[src/rtl/alu_issue_stage.sv]
// alu_issue_stage: operand-issue and result-capture stage around a combinational 32-bit ALU.
// A small operand FIFO decouples the producer from the ALU. Each result, with its flags, is
// captured into a holding register that has its own valid/ready handshake. Reserved opcodes
// are flagged on the result side.
// Optional feature: define ALU_ISSUE_STATS_EN to add the stat_ops / stat_ovf issue counters.
module alu_issue_stage #(
    parameter int unsigned WIDTH = 32,
    parameter int unsigned DEPTH = 2
) (
    input  logic             clk,
    input  logic             rst,
    // producer side
    input  logic             in_valid,
    output logic             in_ready,
    input  logic [WIDTH-1:0] in_x,
    input  logic [WIDTH-1:0] in_y,
    input  logic [3:0]       in_op,
    // ALU side
    output logic [WIDTH-1:0] alu_x,
    output logic [WIDTH-1:0] alu_y,
    output logic [3:0]       alu_op,
    input  logic [WIDTH-1:0] alu_z,
    input  logic             alu_equal,
    input  logic             alu_overflow,
    input  logic             alu_zero,
    // consumer side
    output logic             out_valid,
    input  logic             out_ready,
    output logic [WIDTH-1:0] out_z,
    output logic             out_equal,
    output logic             out_overflow,
    output logic             out_zero,
    output logic             out_illegal
`ifdef ALU_ISSUE_STATS_EN
    ,
    output logic [31:0]      stat_ops,
    output logic [15:0]      stat_ovf
`endif
);

    localparam int unsigned PtrW = (DEPTH > 1) ? $clog2(DEPTH) : 1;
    localparam int unsigned CntW = $clog2(DEPTH + 1);
    localparam logic [CntW-1:0] CntFull = CntW'(DEPTH);
    localparam logic [PtrW-1:0] PtrLast = PtrW'(DEPTH - 1);

    localparam logic [3:0] OpAnd = 4'd0;
    localparam logic [3:0] OpOr  = 4'd1;
    localparam logic [3:0] OpXor = 4'd2;
    localparam logic [3:0] OpNor = 4'd3;
    localparam logic [3:0] OpAdd = 4'd5;
    localparam logic [3:0] OpSub = 4'd6;
    localparam logic [3:0] OpSlt = 4'd7;
    localparam logic [3:0] OpSrl = 4'd8;
    localparam logic [3:0] OpSll = 4'd9;
    localparam logic [3:0] OpSra = 4'd10;

    // Opcodes 4 and 11-15 are reserved.
    function automatic logic op_is_legal(input logic [3:0] op);
        logic legal;
        case (op)
            OpAnd, OpOr, OpXor, OpNor,
            OpAdd, OpSub, OpSlt,
            OpSrl, OpSll, OpSra: legal = 1'b1;
            default:             legal = 1'b0;
        endcase
        return legal;
    endfunction

    // Only arithmetic ops have a meaningful overflow; the ALU's flag is ignored otherwise.
    function automatic logic op_has_overflow(input logic [3:0] op);
        return (op == OpAdd) || (op == OpSub);
    endfunction

    function automatic logic [PtrW-1:0] ptr_inc(input logic [PtrW-1:0] ptr);
        return (ptr == PtrLast) ? '0 : ptr + PtrW'(1);
    endfunction

    // ------------------------------------------------------------------------------------------
    // Operand FIFO
    // ------------------------------------------------------------------------------------------
    logic [WIDTH-1:0] x_mem_q  [DEPTH];
    logic [WIDTH-1:0] y_mem_q  [DEPTH];
    logic [3:0]       op_mem_q [DEPTH];

    logic [PtrW-1:0] rd_ptr_q, rd_ptr_d;
    logic [PtrW-1:0] wr_ptr_q, wr_ptr_d;
    logic [CntW-1:0] count_q, count_d;

    logic fifo_empty;
    logic push;
    logic issue;

    logic             out_valid_q, out_valid_d;
    logic [WIDTH-1:0] out_z_q, out_z_d;
    logic             out_equal_q, out_equal_d;
    logic             out_overflow_q, out_overflow_d;
    logic             out_zero_q, out_zero_d;
    logic             out_illegal_q, out_illegal_d;

    logic head_legal;
    logic head_ovf_en;

    assign fifo_empty = (count_q == '0);
    // in_ready looks only at the occupancy, never at out_ready.
    assign in_ready   = (count_q != CntFull);
    assign push       = in_valid & in_ready;
    assign issue      = ~fifo_empty & (~out_valid_q | out_ready);

    // Operand storage; data needs no reset since occupancy is tracked separately.
    always_ff @(posedge clk) begin
        if (push) begin
            x_mem_q[wr_ptr_q]  <= in_x;
            y_mem_q[wr_ptr_q]  <= in_y;
            op_mem_q[wr_ptr_q] <= in_op;
        end
    end

    // Pointer and occupancy next-state.
    always_comb begin
        rd_ptr_d = rd_ptr_q;
        wr_ptr_d = wr_ptr_q;
        count_d  = count_q;
        if (push) begin
            wr_ptr_d = ptr_inc(wr_ptr_q);
        end
        if (issue) begin
            rd_ptr_d = ptr_inc(rd_ptr_q);
        end
        if (push && !issue) begin
            count_d = count_q + CntW'(1);
        end else if (!push && issue) begin
            count_d = count_q - CntW'(1);
        end
    end

    // Pointer and occupancy registers.
    always_ff @(posedge clk or posedge rst) begin
        if (rst) begin
            rd_ptr_q <= '0;
            wr_ptr_q <= '0;
            count_q  <= '0;
        end else begin
            rd_ptr_q <= rd_ptr_d;
            wr_ptr_q <= wr_ptr_d;
            count_q  <= count_d;
        end
    end

    // ------------------------------------------------------------------------------------------
    // ALU drive: head entry, or all zeros when the FIFO is empty
    // ------------------------------------------------------------------------------------------
    // Reserved opcodes are still driven raw; masking happens at capture.
    always_comb begin
        alu_x  = '0;
        alu_y  = '0;
        alu_op = '0;
        if (!fifo_empty) begin
            alu_x  = x_mem_q[rd_ptr_q];
            alu_y  = y_mem_q[rd_ptr_q];
            alu_op = op_mem_q[rd_ptr_q];
        end
    end

    assign head_legal  = op_is_legal(alu_op);
    assign head_ovf_en = op_has_overflow(alu_op);

    // ------------------------------------------------------------------------------------------
    // Result holding register
    // ------------------------------------------------------------------------------------------
    // Capture on issue; drop valid on a plain consume; otherwise hold everything.
    always_comb begin
        out_valid_d    = out_valid_q;
        out_z_d        = out_z_q;
        out_equal_d    = out_equal_q;
        out_overflow_d = out_overflow_q;
        out_zero_d     = out_zero_q;
        out_illegal_d  = out_illegal_q;
        if (issue) begin
            out_valid_d = 1'b1;
            if (head_legal) begin
                out_z_d        = alu_z;
                out_equal_d    = alu_equal;
                out_overflow_d = head_ovf_en & alu_overflow;
                out_zero_d     = alu_zero;
                out_illegal_d  = 1'b0;
            end else begin
                out_z_d        = '0;
                out_equal_d    = 1'b0;
                out_overflow_d = 1'b0;
                out_zero_d     = 1'b0;
                out_illegal_d  = 1'b1;
            end
        end else if (out_valid_q && out_ready) begin
            out_valid_d = 1'b0;
        end
    end

    // Result registers.
    always_ff @(posedge clk or posedge rst) begin
        if (rst) begin
            out_valid_q    <= 1'b0;
            out_z_q        <= '0;
            out_equal_q    <= 1'b0;
            out_overflow_q <= 1'b0;
            out_zero_q     <= 1'b0;
            out_illegal_q  <= 1'b0;
        end else begin
            out_valid_q    <= out_valid_d;
            out_z_q        <= out_z_d;
            out_equal_q    <= out_equal_d;
            out_overflow_q <= out_overflow_d;
            out_zero_q     <= out_zero_d;
            out_illegal_q  <= out_illegal_d;
        end
    end

    assign out_valid    = out_valid_q;
    assign out_z        = out_z_q;
    assign out_equal    = out_equal_q;
    assign out_overflow = out_overflow_q;
    assign out_zero     = out_zero_q;
    assign out_illegal  = out_illegal_q;

`ifdef ALU_ISSUE_STATS_EN
    // ------------------------------------------------------------------------------------------
    // Saturating issue statistics
    // ------------------------------------------------------------------------------------------
    logic [31:0] stat_ops_q, stat_ops_d;
    logic [15:0] stat_ovf_q, stat_ovf_d;

    // Count issues, and issues that load a set overflow flag; both stick at all-ones.
    always_comb begin
        stat_ops_d = stat_ops_q;
        stat_ovf_d = stat_ovf_q;
        if (issue && (stat_ops_q != '1)) begin
            stat_ops_d = stat_ops_q + 32'd1;
        end
        if (issue && out_overflow_d && (stat_ovf_q != '1)) begin
            stat_ovf_d = stat_ovf_q + 16'd1;
        end
    end

    // Statistics registers.
    always_ff @(posedge clk or posedge rst) begin
        if (rst) begin
            stat_ops_q <= '0;
            stat_ovf_q <= '0;
        end else begin
            stat_ops_q <= stat_ops_d;
            stat_ovf_q <= stat_ovf_d;
        end
    end

    assign stat_ops = stat_ops_q;
    assign stat_ovf = stat_ovf_q;
`endif

endmodule

[config.mk]
export PLATFORM = sky130hd
export DESIGN_NAME = alu_issue_stage
export DESIGN_NICKNAME = d
export VERILOG_FILES = /design/src/rtl/alu_issue_stage.sv
export SDC_FILE = /design/constraint.sdc
export NUM_CORES = 1
export LEC_CHECK = 0
export CAP_MARGIN = 5
export CORE_ASPECT_RATIO = 0.8
export CORE_MARGIN = 5
export CORE_UTILIZATION = 35
export DETAILED_ROUTE_END_ITERATION = 16
export PLACE_DENSITY_LB_ADDON = 0.1
export SETUP_SLACK_MARGIN = 0.15
export SYNTH_ARGS = -nofsm -noshare
export SYNTH_HDL_FRONTEND = slang
export SYNTH_SLANG_ARGS = --single-unit
export TNS_END_PERCENT = 100
[constraint.sdc]
create_clock -name clk -period 5.8 [get_ports clk]
set_input_delay 1.16 -clock clk [delete_from_list [all_inputs] [get_ports clk]]
set_output_delay 1.16 -clock clk [all_outputs]
set_load 0.005 [all_outputs]
==> impl_results.md, run 1 <==
- Static Leak: 3.66 nW
- Post-DR wirelength/cell: 17.2 um
- Crit-path cells: buf_4, mux2i_1, nor2_1, clkdlybuf4s50_1
- Antenna violations before repair: 0
- Die W: 164 um
- Vias in the first global route: 4,160
- Clock sinks: 177
- Crit Path Max Fanout: 49
- Least-Margin Pin Slew: 1.04 ns
- Hold Vio Cnt, Final: 0
- TritonCTS Buffers: 17
- Slowest cell on crit path: dfrtp_4
- Skew-Pair Late Insertion Delay: 0.41 ns
- Layout cell share with drive strength beyond 1: 0.0801
- Number of synthesized flops with an enable pin: 136
- Non-Filler Instances: 882
- Post-synth design cell area: 6670 sq um
- Global-route total usage across every layer: 0.138
- Slew Viols, Final: 0
- Fmax: 255 MHz
- Synth top area share: 0.612
- Rows: 45
- Area of the multi-input gates: 1450 sq um
- Root Buffer: clkbuf_16
- Count leader, synth: edfxtp_1
- Core footprint: 18,900 sq um
- Pre-CTS setup slack: 2.27 ns
- Tcrit/Tclk final: 0.675
- Critical Path Source Type: register
- WP data arrival: 2.76 ns
- Minimum clock period: 3.92 ns
- Post-DRT Antenna Nets: 0
- Unique masters post-synth: 25
- FF+latch area: 5110 sq um
- PortBufs: 212
- Cts hold-fix bufs: 0
- Drt initial violations: 199
- Top cells by count, synth: edfxtp_1 (136), nor2_1 (69), mux2i_1 (65)
- HP Class: register to register
- CTS clock-pin slew for the worst setup and hold paths: 0.07 ns
- CTS tree: yes
- Fillers: 1,596
- WL final: 15.2 mm
- Most used DFF post-synth: edfxtp_1
- Ranking of synthesized cells by area: edfxtp_1 (61%), dfrtp_1 (15%), mux2i_1 (9.8%), a22o_1 (4.5%), nor2_1 (3.9%)
- DR vias: 4,018
- Synth Warn #: 0
- Pre-antenna DRT Iters: 4
- Top delay family on crit path: flip-flops
- Die H: 133 um
- Starting Density: 0.354
- Setup repair bufs after CTS: 0
- Cells after Synth: 396
- Layout Nets: 719
- Vias per inst: 4.56
- Ports: 213
- Diodes inserted: 0
- Maximum clock insertion buffer count: 2
- Number of H-tree levels: 4
- VDD IR max: 0.251 mV
- Worst setup margin: 1.88 ns
- Post-synthesis async set-or-reset flop share: 0.232
- Drt drc: 0
- First-pass GRT wire length: 22.9 mm
- CTS resizes: 0
- DIE AREA: 21,900 sq um
- RSZ-0062 raised after global routing: no
- Final setup TNS: 0 ns
- Slew HR: 0.306
- Overflow left after global routing: 0
- WP data required: 4.64 ns
- Crit path buf inv count: 2
- Status: complete, no violations
- Worst setup path category: register to output port
- Syn nets: 504
- Max Cap Violations: 0
- Max Clock Skew: 0.00977 ns
- FF+latch count, synth: 177
- CP endpoint kind: output port
- Setup violators final: 0
- CP peak stage delay: 0.99 ns
- Post-synthesis sequential area ratio: 0.766
- Largest net degree at the start of global routing: 69
- Area Growth Syn to Fin: 44.1%
- Gpl congestion: 0.729
- PD cells: 513 nW/um^2
- Detailed placement HPWL: 10.4 mm
- Yosys top cell by area: edfxtp_1
- Mapped Avg Cell Area: 16.8 sq um
- Dpl cells: 850
-- layout make-up --
class                   instances  share of cell area
flip-flops and latches        177               0.532
inverters                       3             0.00117
clock inverters                12              0.0101
clock buffers                  20              0.0467
well taps                     258              0.0336
multi-input cells             193               0.150
repair buffers                219               0.226
-- per-layer routing --
metal,part of all wire,up-vias,GRT usage
met2,0.46,127,0.206
met1,0.45,1964,0.186
met5,0,-,0
met3,0.072,22,0.0520
li1,-,1905,-
met4,0.018,0,0.0452
-- sequential cells by signal, indices dropped and copies added, names as in the netlist --
name          count
x_mem_q          64
y_mem_q          64
out_z            32
op_mem_q          8
count_q           2
out_equal         1
out_illegal       1
out_overflow      1
out_valid         1
out_zero          1
rd_ptr_q          1
wr_ptr_q          1
-- placed cells by master, fill, tap and decap left out, types with 2 or more instances in the layout --
cell / instances
clkdlybuf4s50_1: 212
edfxtp_1: 136
nor2_1: 68
mux2i_1: 65
dfrtp_1: 40
a22o_1: 34
clkbuf_16: 17
buf_4: 7
xnor2_1: 4
nand2_1: 4
inv_4: 4
clkinv_4: 4
inv_1: 3
inv_6: 3
nand2b_1: 2
mux2i_2: 2
nor2_4: 2
xor2_1: 2
clkbuf_2: 2
-- where the power goes --
group	leakage [nW]	internal, W	switching (W)
Clock	0.279	0.000573	0.000478
Combinational	1.60	0.00110	0.000820
Sequential	1.78	0.00176	0.000212
Total	3.66	0.00343	0.00151
-- worst paths after layout --
path / from / to / slack, ns / depth (start not counted)
hold reg to reg: out_zero / out_zero / 0.51 / 1
setup reg to reg: count_q[0] / out_z[5] / 3.26 / 5
setup / recovery: rd_ptr_q / alu_y[21] / 1.88 / 4
min in group asynchronous: rst / out_z[27] / 1.17 / 3
max in group asynchronous: rst / rd_ptr_q / 4.23 / 3
hold / removal: out_zero / out_zero / 0.51 / 1
-- cells by family (layout without fill, tap and decap cells) --
| family | Yosys count | after routing | synth area share |
|---|---|---|---|
| AOI/OAI and AO/OA | 40 | 40 | 0.0548 |
| xor gates and xnor gates | 6 | 6 | 0.00788 |
| adders and majority gates | 1 | 1 | 0.00188 |
| buffers and inverters | 26 | 254 | 0.0204 |
| DFF | 177 | 177 | 0.766 |
| muxes | 68 | 68 | 0.103 |
| and+or+nand+nor | 78 | 78 | 0.0458 |
-- through the flow --
stage	total power [W]	hold slack, ns	instance area (sq um)	util
after floorplan	0.00286	0.461	6670	-
after detailed placement	0.00396	0.490	9070	0.481
after global routing	0.00524	0.518	9620	0.510
final	0.00494	0.507	9620	0.510
after global placement	0.00393	0.461	9070	0.481
after CTS	0.00504	0.510	9620	0.510
-- worst reg2reg max path, delay by kind of cell, from the launching register on --
kind            cells  cell delay (ns)
compound gates      2             0.51
simple gates        2             1.10
flops               1             0.48
buf+inv             1             0.38
No activity file was read; power rests on OpenSTA's default activity.
==> inputs of run 2 (changes only) <==
clock period = 3.2 ns   (was 5.8 ns; I/O delays follow)
==> run 2 against run 1 <==
  * Core utilization increased by 0.44 points
  * Sequential power grew 76%
  * Critical path depth stayed put
  * Sequential share of layout area shrank 0.45 points
  * Global-route usage is 0.51 points higher
  * First-iteration DRC count grew 14%
  * Critical path type unchanged
  * Highest routed layer unchanged
==> impl_results.md, run 2 (synthesis gave the netlist of run 1 again) <==
- HP Class: register to register
- Post-DRT Antenna Nets: 0 (unchanged)
- First-pass GRT wire length: 24.1 mm (+4.9%)
- Tcrit/Tclk final: 0.882
- Skew-Pair Late Insertion Delay: 0.42 ns (about the same)
- Final setup TNS: 0 ns (unchanged)
- PD cells: 936 nW/um^2 (+82%)
- Status: complete, no violations
- VDD IR max: 0.439 mV (+75%)
- Number of H-tree levels: 4 (unchanged)
- Global-route total usage across every layer: 0.143 (+0.00511)
- Root Buffer: clkbuf_16
- Dpl cells: 855 (+0.59%)
- Rows: 45 (unchanged)
- Layout cell share with drive strength beyond 1: 0.0873 (+0.00717)
- PortBufs: 212 (unchanged)
- Detailed placement HPWL: 10.7 mm (+3.6%)
- Slew Viols, Final: 0 (unchanged)
- Pre-antenna DRT Iters: 4 (unchanged)
- Vias per inst: 4.58 (+0.46%)
- TritonCTS Buffers: 17 (unchanged)
- P_sw: 0.00278 W (+84%)
- Combinational share of power: 0.405 (+0.016)
- Die W: 164 um (unchanged)
- DIE AREA: 21,900 sq um (unchanged)
- Post-DR wirelength/cell: 17.7 um (+2.8%)
- Maximum clock insertion buffer count: 2 (unchanged)
- Most frequent cells in the layout: clkdlybuf4s50_1 (212), edfxtp_1 (136), nor2_1 (68)
- Drt drc: 0 (unchanged)
- Reg power frac: 0.382 (-0.016)
- WL final: 15.7 mm (+3.5%)
- Layout Nets: 725 (+0.83%)
- Least-Margin Pin Slew: 0.639 ns (-0.400 ns)
- Slew HR: 0.574 (+0.268)
- Gpl congestion: 0.736 (+1.0%)
- Area Growth Syn to Fin: 45.4%
- WP data required: 2.56 ns (-2.08 ns)
- Minimum clock period: 2.82 ns
- Ports: 213 (unchanged)
- Crit Path Max Fanout: 21 (-57%)
- Fin util: 0.514 (+0.00438)
- Non-Filler Instances: 888 (+0.68%)
- Antenna violations before repair: 0 (unchanged)
- Sw frac: 0.306 (+0.000659)
- Fmax: 354 MHz
- RSZ-0062 raised after global routing: no
- Static Leak: 3.70 nW (+0.96%)
- Internal Power: 0.00630 W (+84%)
- Drt initial violations: 227 (+14%)
- Hold Vio Cnt, Final: 0 (unchanged)
- Core footprint: 18,900 sq um (unchanged)
- Starting Density: 0.354 (unchanged)
- Critical Path Source Type: register
- Worst setup path category: register to output port
- Max Clock Skew: 0.0169 ns (+0.00709 ns)
- Die H: 133 um (unchanged)
- Clock power frac: 0.212 (about the same)
- Max Cap Violations: 0 (unchanged)
- Clock sinks: 177 (unchanged)
- CTS resizes: 0 (unchanged)
- Setup violators final: 0 (unchanged)
- Largest net degree at the start of global routing: 44 (-36%)
- CTS tree: yes
- Overflow left after global routing: 0 (unchanged)
- Vias in the first global route: 4,374 (+5.1%)
- CP endpoint kind: output port
- CTS clock-pin slew for the worst setup and hold paths: 0.07 ns (about the same)
- Commonest non-fill, non-tap cell in the layout: clkdlybuf4s50_1
- WP data arrival: 2.18 ns (-0.58 ns)
- DR vias: 4,064 (+1.1%)
- Diodes inserted: 0 (unchanged)
[run 2: cell types whose count changed in the layout (fill, tap and decap cells not counted), sizes merged]
| cell | before | now |
|---|---|---|
| clkinvlp | 0 | 1 |
| buf | 7 | 13 |
| inv | 11 | 10 |
[run 2: routing by layer]
layer,track usage,routed length [um],share of wire,vias to the layer above
li1,-,-,-,1921
met1,0.181,6870,0.44,2025
met2,0.227,7520,0.48,108
met3,0.0551,1130,0.072,10
met4,0.0452,165,0.011,0
met5,0,0,0,-
[run 2: critical path: stages, from the launching register on]
cell and delay, ns:
dfrtp_1 0.48, nor2_4 0.39, buf_4 0.32, nor2_1 0.10, clkdlybuf4s50_1 0.48
[run 2: power by group through the flow]
stage	combinational [W]	clock (W)	sequential, W
after floorplan	0.00174	0	0.00344
after global placement	0.00365	0	0.00355
after detailed placement	0.00368	0	0.00356
after CTS	0.00377	0.00197	0.00348
after global routing	0.00399	0.00209	0.00353
final	0.00368	0.00193	0.00347
[run 2: final cells by class]
cell class	count	area (sq um)
Clock inverter	12	95.1
Sequential cell	177	5110
Fill cell	1606	9160
Multi-Input combinational cell	193	1450
Inverter	3	11.3
Clock buffer	20	457
Tap cell	258	323
Timing Repair Buffer	225	2250
[run 2: worst paths after layout]
kind / from / endpoint / slack (ns) / depth (start not counted)
setup / recovery: count_q[0] / alu_x[22] / 0.38 / 4
hold / removal: out_overflow / out_overflow / 0.49 / 2
setup reg to reg: count_q[0] / out_z[15] / 1.19 / 5
hold reg to reg: out_overflow / out_overflow / 0.49 / 2
max in group asynchronous: rst / rd_ptr_q / 2.15 / 3
min in group asynchronous: rst / out_z[29] / 0.65 / 3
[run 2: what timing repair did]
action | CTS | global route
endpoints found under the hold margin | 0 | 0
hold buffers | 0 | 0
endpoints found under the setup margin | 4 | 0
buffers inserted | 1 | 0
[run 2: per-stage QoR]
step	area (sq um)	hold slack, ns	power (W)	worst slack (ns)
3_5_place_dp	9130	0.474	0.00724	0.596
4_1_cts	9700	0.497	0.00922	0.313
2_1_floorplan	6670	0.467	0.00518	0.180
3_3_place_gp	9130	0.466	0.00720	0.669
6_report	9700	0.489	0.00908	0.376
5_1_grt	9700	0.525	0.00961	0.205
==> inputs of run 3 (changes only) <==
CORE_MARGIN = not set   (was 5)
CTS_CLUSTER_SIZE = 8   (was not set)
==> run 3 against run 2 <==
  * Register-to-register slack improved by 0.07 ns
  * Core utilization rose by 1.4 points
  * First-iteration DRC count rose by 18%
  * Final cell count fell by 1.1%
  * Critical endpoint is now alu_x[0]
  * Critical path depth did not move
  * Cell area barely moved
==> impl_results.md, run 3 (synthesis gave the netlist of run 1 again) <==
- Sw frac: 0.303 (-0.00288)
- PD cells: 946 nW/um^2 (+1.1%)
- Pre-antenna DRT Iters: 4 (unchanged)
- Clock power frac: 0.223 (+0.011)
- Fmax: 353 MHz (-0.24%)
- DIE AREA: 19,600 sq um (-11%)
- Reg power frac: 0.375 (-0.007)
- HP Class: register to register
- Largest net degree at the start of global routing: 69 (+57%)
- Cts hold-fix bufs: 0 (unchanged)
- Pre-CTS setup slack: 0.799 ns (+0.203 ns)
- Setup repair bufs after CTS: 0 (-1)
- CTS clock-pin slew for the worst setup and hold paths: 0.07 ns (about the same)
- Die W: 156 um (-4.9%)
- P_sw: 0.00279 W (+0.16%)
- Crit Path Max Fanout: 46 (+120%)
- R2r startpoint: rd_ptr_q
- Dpl cells: 846 (-1.1%)
- Root Buffer: clkbuf_16
- RSZ-0062 raised after global routing: no
- Worst R2R Setup Slack: 1.26 ns (+0.07 ns)
- Ports: 213 (unchanged)
- Clock sinks: 177 (unchanged)
- Post-DR wirelength/cell: 17.3 um (-2.1%)
- Diodes inserted: 0 (unchanged)
- Reg2Reg Depth: 5 (unchanged)
- Critical Path Source Type: register
- Global-route total usage across every layer: 0.161 (+0.0182)
- Static Leak: 3.68 nW (-0.58%)
- Least-Margin Pin Slew: 0.535 ns (-0.104 ns)
- Setup violators final: 0 (unchanged)
- Vias in the first global route: 4,285 (-2.0%)
- Fin util: 0.528 (+0.0135)
- Worst setup margin: 0.369 ns (-0.00684 ns)
- Max Cap Violations: 0 (unchanged)
- Overflow left after global routing: 0 (unchanged)
- CTS tree: yes
- CTS resizes: 0 (unchanged)
- FF+latch area: 5110 sq um (unchanged)
- Hold Vio Cnt, Final: 0 (unchanged)
- Rows: 44 (-2.2%)
- PortBufs: 212 (unchanged)
- Area of the multi-input gates: 1450 sq um (unchanged)
- Starting Density: 0.363 (+0.00912)
- WHS: 0.483 ns (-0.00565 ns)
- Worst setup path category: register to output port
- Layout cell share with drive strength beyond 1: 0.0784 (-0.00890)
- Maximum clock insertion buffer count: 2 (unchanged)
- Fillers: 1,583 (-1.4%)
- Drt initial violations: 268 (+18%)
- Most frequent cells in the layout: clkdlybuf4s50_1 (212), edfxtp_1 (136), nor2_1 (68)
- WP data required: 2.56 ns (about the same)
- WP data arrival: 2.19 ns (about the same)
- Crit path capture: alu_x[0]
- Core footprint: 18,400 sq um (-2.5%)
- Final setup TNS: 0 ns (unchanged)
- Slew Viols, Final: 0 (unchanged)
- Slew HR: 0.643 (+0.0691)
- Non-Filler Instances: 878 (-1.1%)
- Vias per inst: 4.62 (+1.0%)
- Skew-Pair Late Insertion Delay: 0.42 ns (about the same)
- DR vias: 4,059 (-0.12%)
- Terminus of the critical flop-to-flop path: out_z[9]
- CP endpoint kind: output port
- Area Growth Syn to Fin: 45.4% (about the same)
- Die H: 125 um (-6.0%)
- Tcrit/Tclk final: 0.885 (+0.00214)
- WL final: 15.2 mm (-3.2%)
- Layout Nets: 720 (-0.69%)
- Critical Path Start: rd_ptr_q
- Commonest non-fill, non-tap cell in the layout: clkdlybuf4s50_1
- Max Clock Skew: 0.0129 ns (-0.00396 ns)
- Hold path start: out_overflow
- Number of H-tree levels: 4 (unchanged)
- Gpl congestion: 0.742 (+0.73%)
- VDD IR max: 0.513 mV (+17%)
- Antenna violations before repair: 0 (unchanged)
- Combinational share of power: 0.401 (-0.004)
- First-pass GRT wire length: 23.5 mm (-2.3%)
- Drt drc: 0 (unchanged)
- Minimum clock period: 2.83 ns (+0.00684 ns)
- Detailed placement HPWL: 9.92 mm (-7.6%)
- Status: complete, no violations
- Internal Power: 0.00639 W (+1.5%)
- Post-DRT Antenna Nets: 0 (unchanged)
- TritonCTS Buffers: 17 (unchanged)
run 3: per-layer routing:
layer,track usage,vias up,wire (um)
met2,0.259,118,7320
met1,0.210,2020,6910
met5,0,-,0
li1,-,1905,-
met3,0.0458,16,769
met4,0.0531,0,193
run 3: how the worst min path moves through the flow:
| stage | to | slack [ns] | cells past startpoint |
|---|---|---|---|
| after floorplan | out_overflow | 0.47 | 2 |
| after global placement | out_overflow | 0.46 | 2 |
| after detailed placement | out_overflow | 0.47 | 2 |
| after CTS | out_overflow | 0.49 | 2 |
| after global routing | out_z[7] | 0.52 | 1 |
| final | out_overflow | 0.48 | 2 |
run 3: final cells by class:
| type | instances | share of cell area |
|---|---|---|
| flip-flops and latches | 177 | 0.527 |
| repair buffers | 220 | 0.230 |
| multi-input cells | 193 | 0.149 |
| clock buffers | 19 | 0.0446 |
| well taps | 253 | 0.0326 |
| clock inverters | 13 | 0.0155 |
| inverters | 3 | 0.00116 |
run 3: per-stage QoR:
step / total power, W / area, sq um
6_report: 0.00918 / 9700
5_1_grt: 0.00969 / 9700
4_1_cts: 0.00932 / 9700
3_5_place_dp: 0.00724 / 9120
3_3_place_gp: 0.00718 / 9120
2_1_floorplan: 0.00518 / 6670
run 3: critical path: stages (launching register included):
cell and delay [ns]:
dfrtp_4 0.55, buf_12 0.34, mux2i_1 0.13, nor2_1 0.17, clkdlybuf4s50_1 0.54
run 3: power groups by stage:
stage / sequential, W / clock, W / combinational, W
global route: 0.00351 / 0.00220 / 0.00398
floorplan: 0.00344 / 0 / 0.00174
finish: 0.00344 / 0.00205 / 0.00368
global placement: 0.00347 / 0 / 0.00371
detailed placement: 0.00349 / 0 / 0.00374
CTS: 0.00345 / 0.00210 / 0.00376
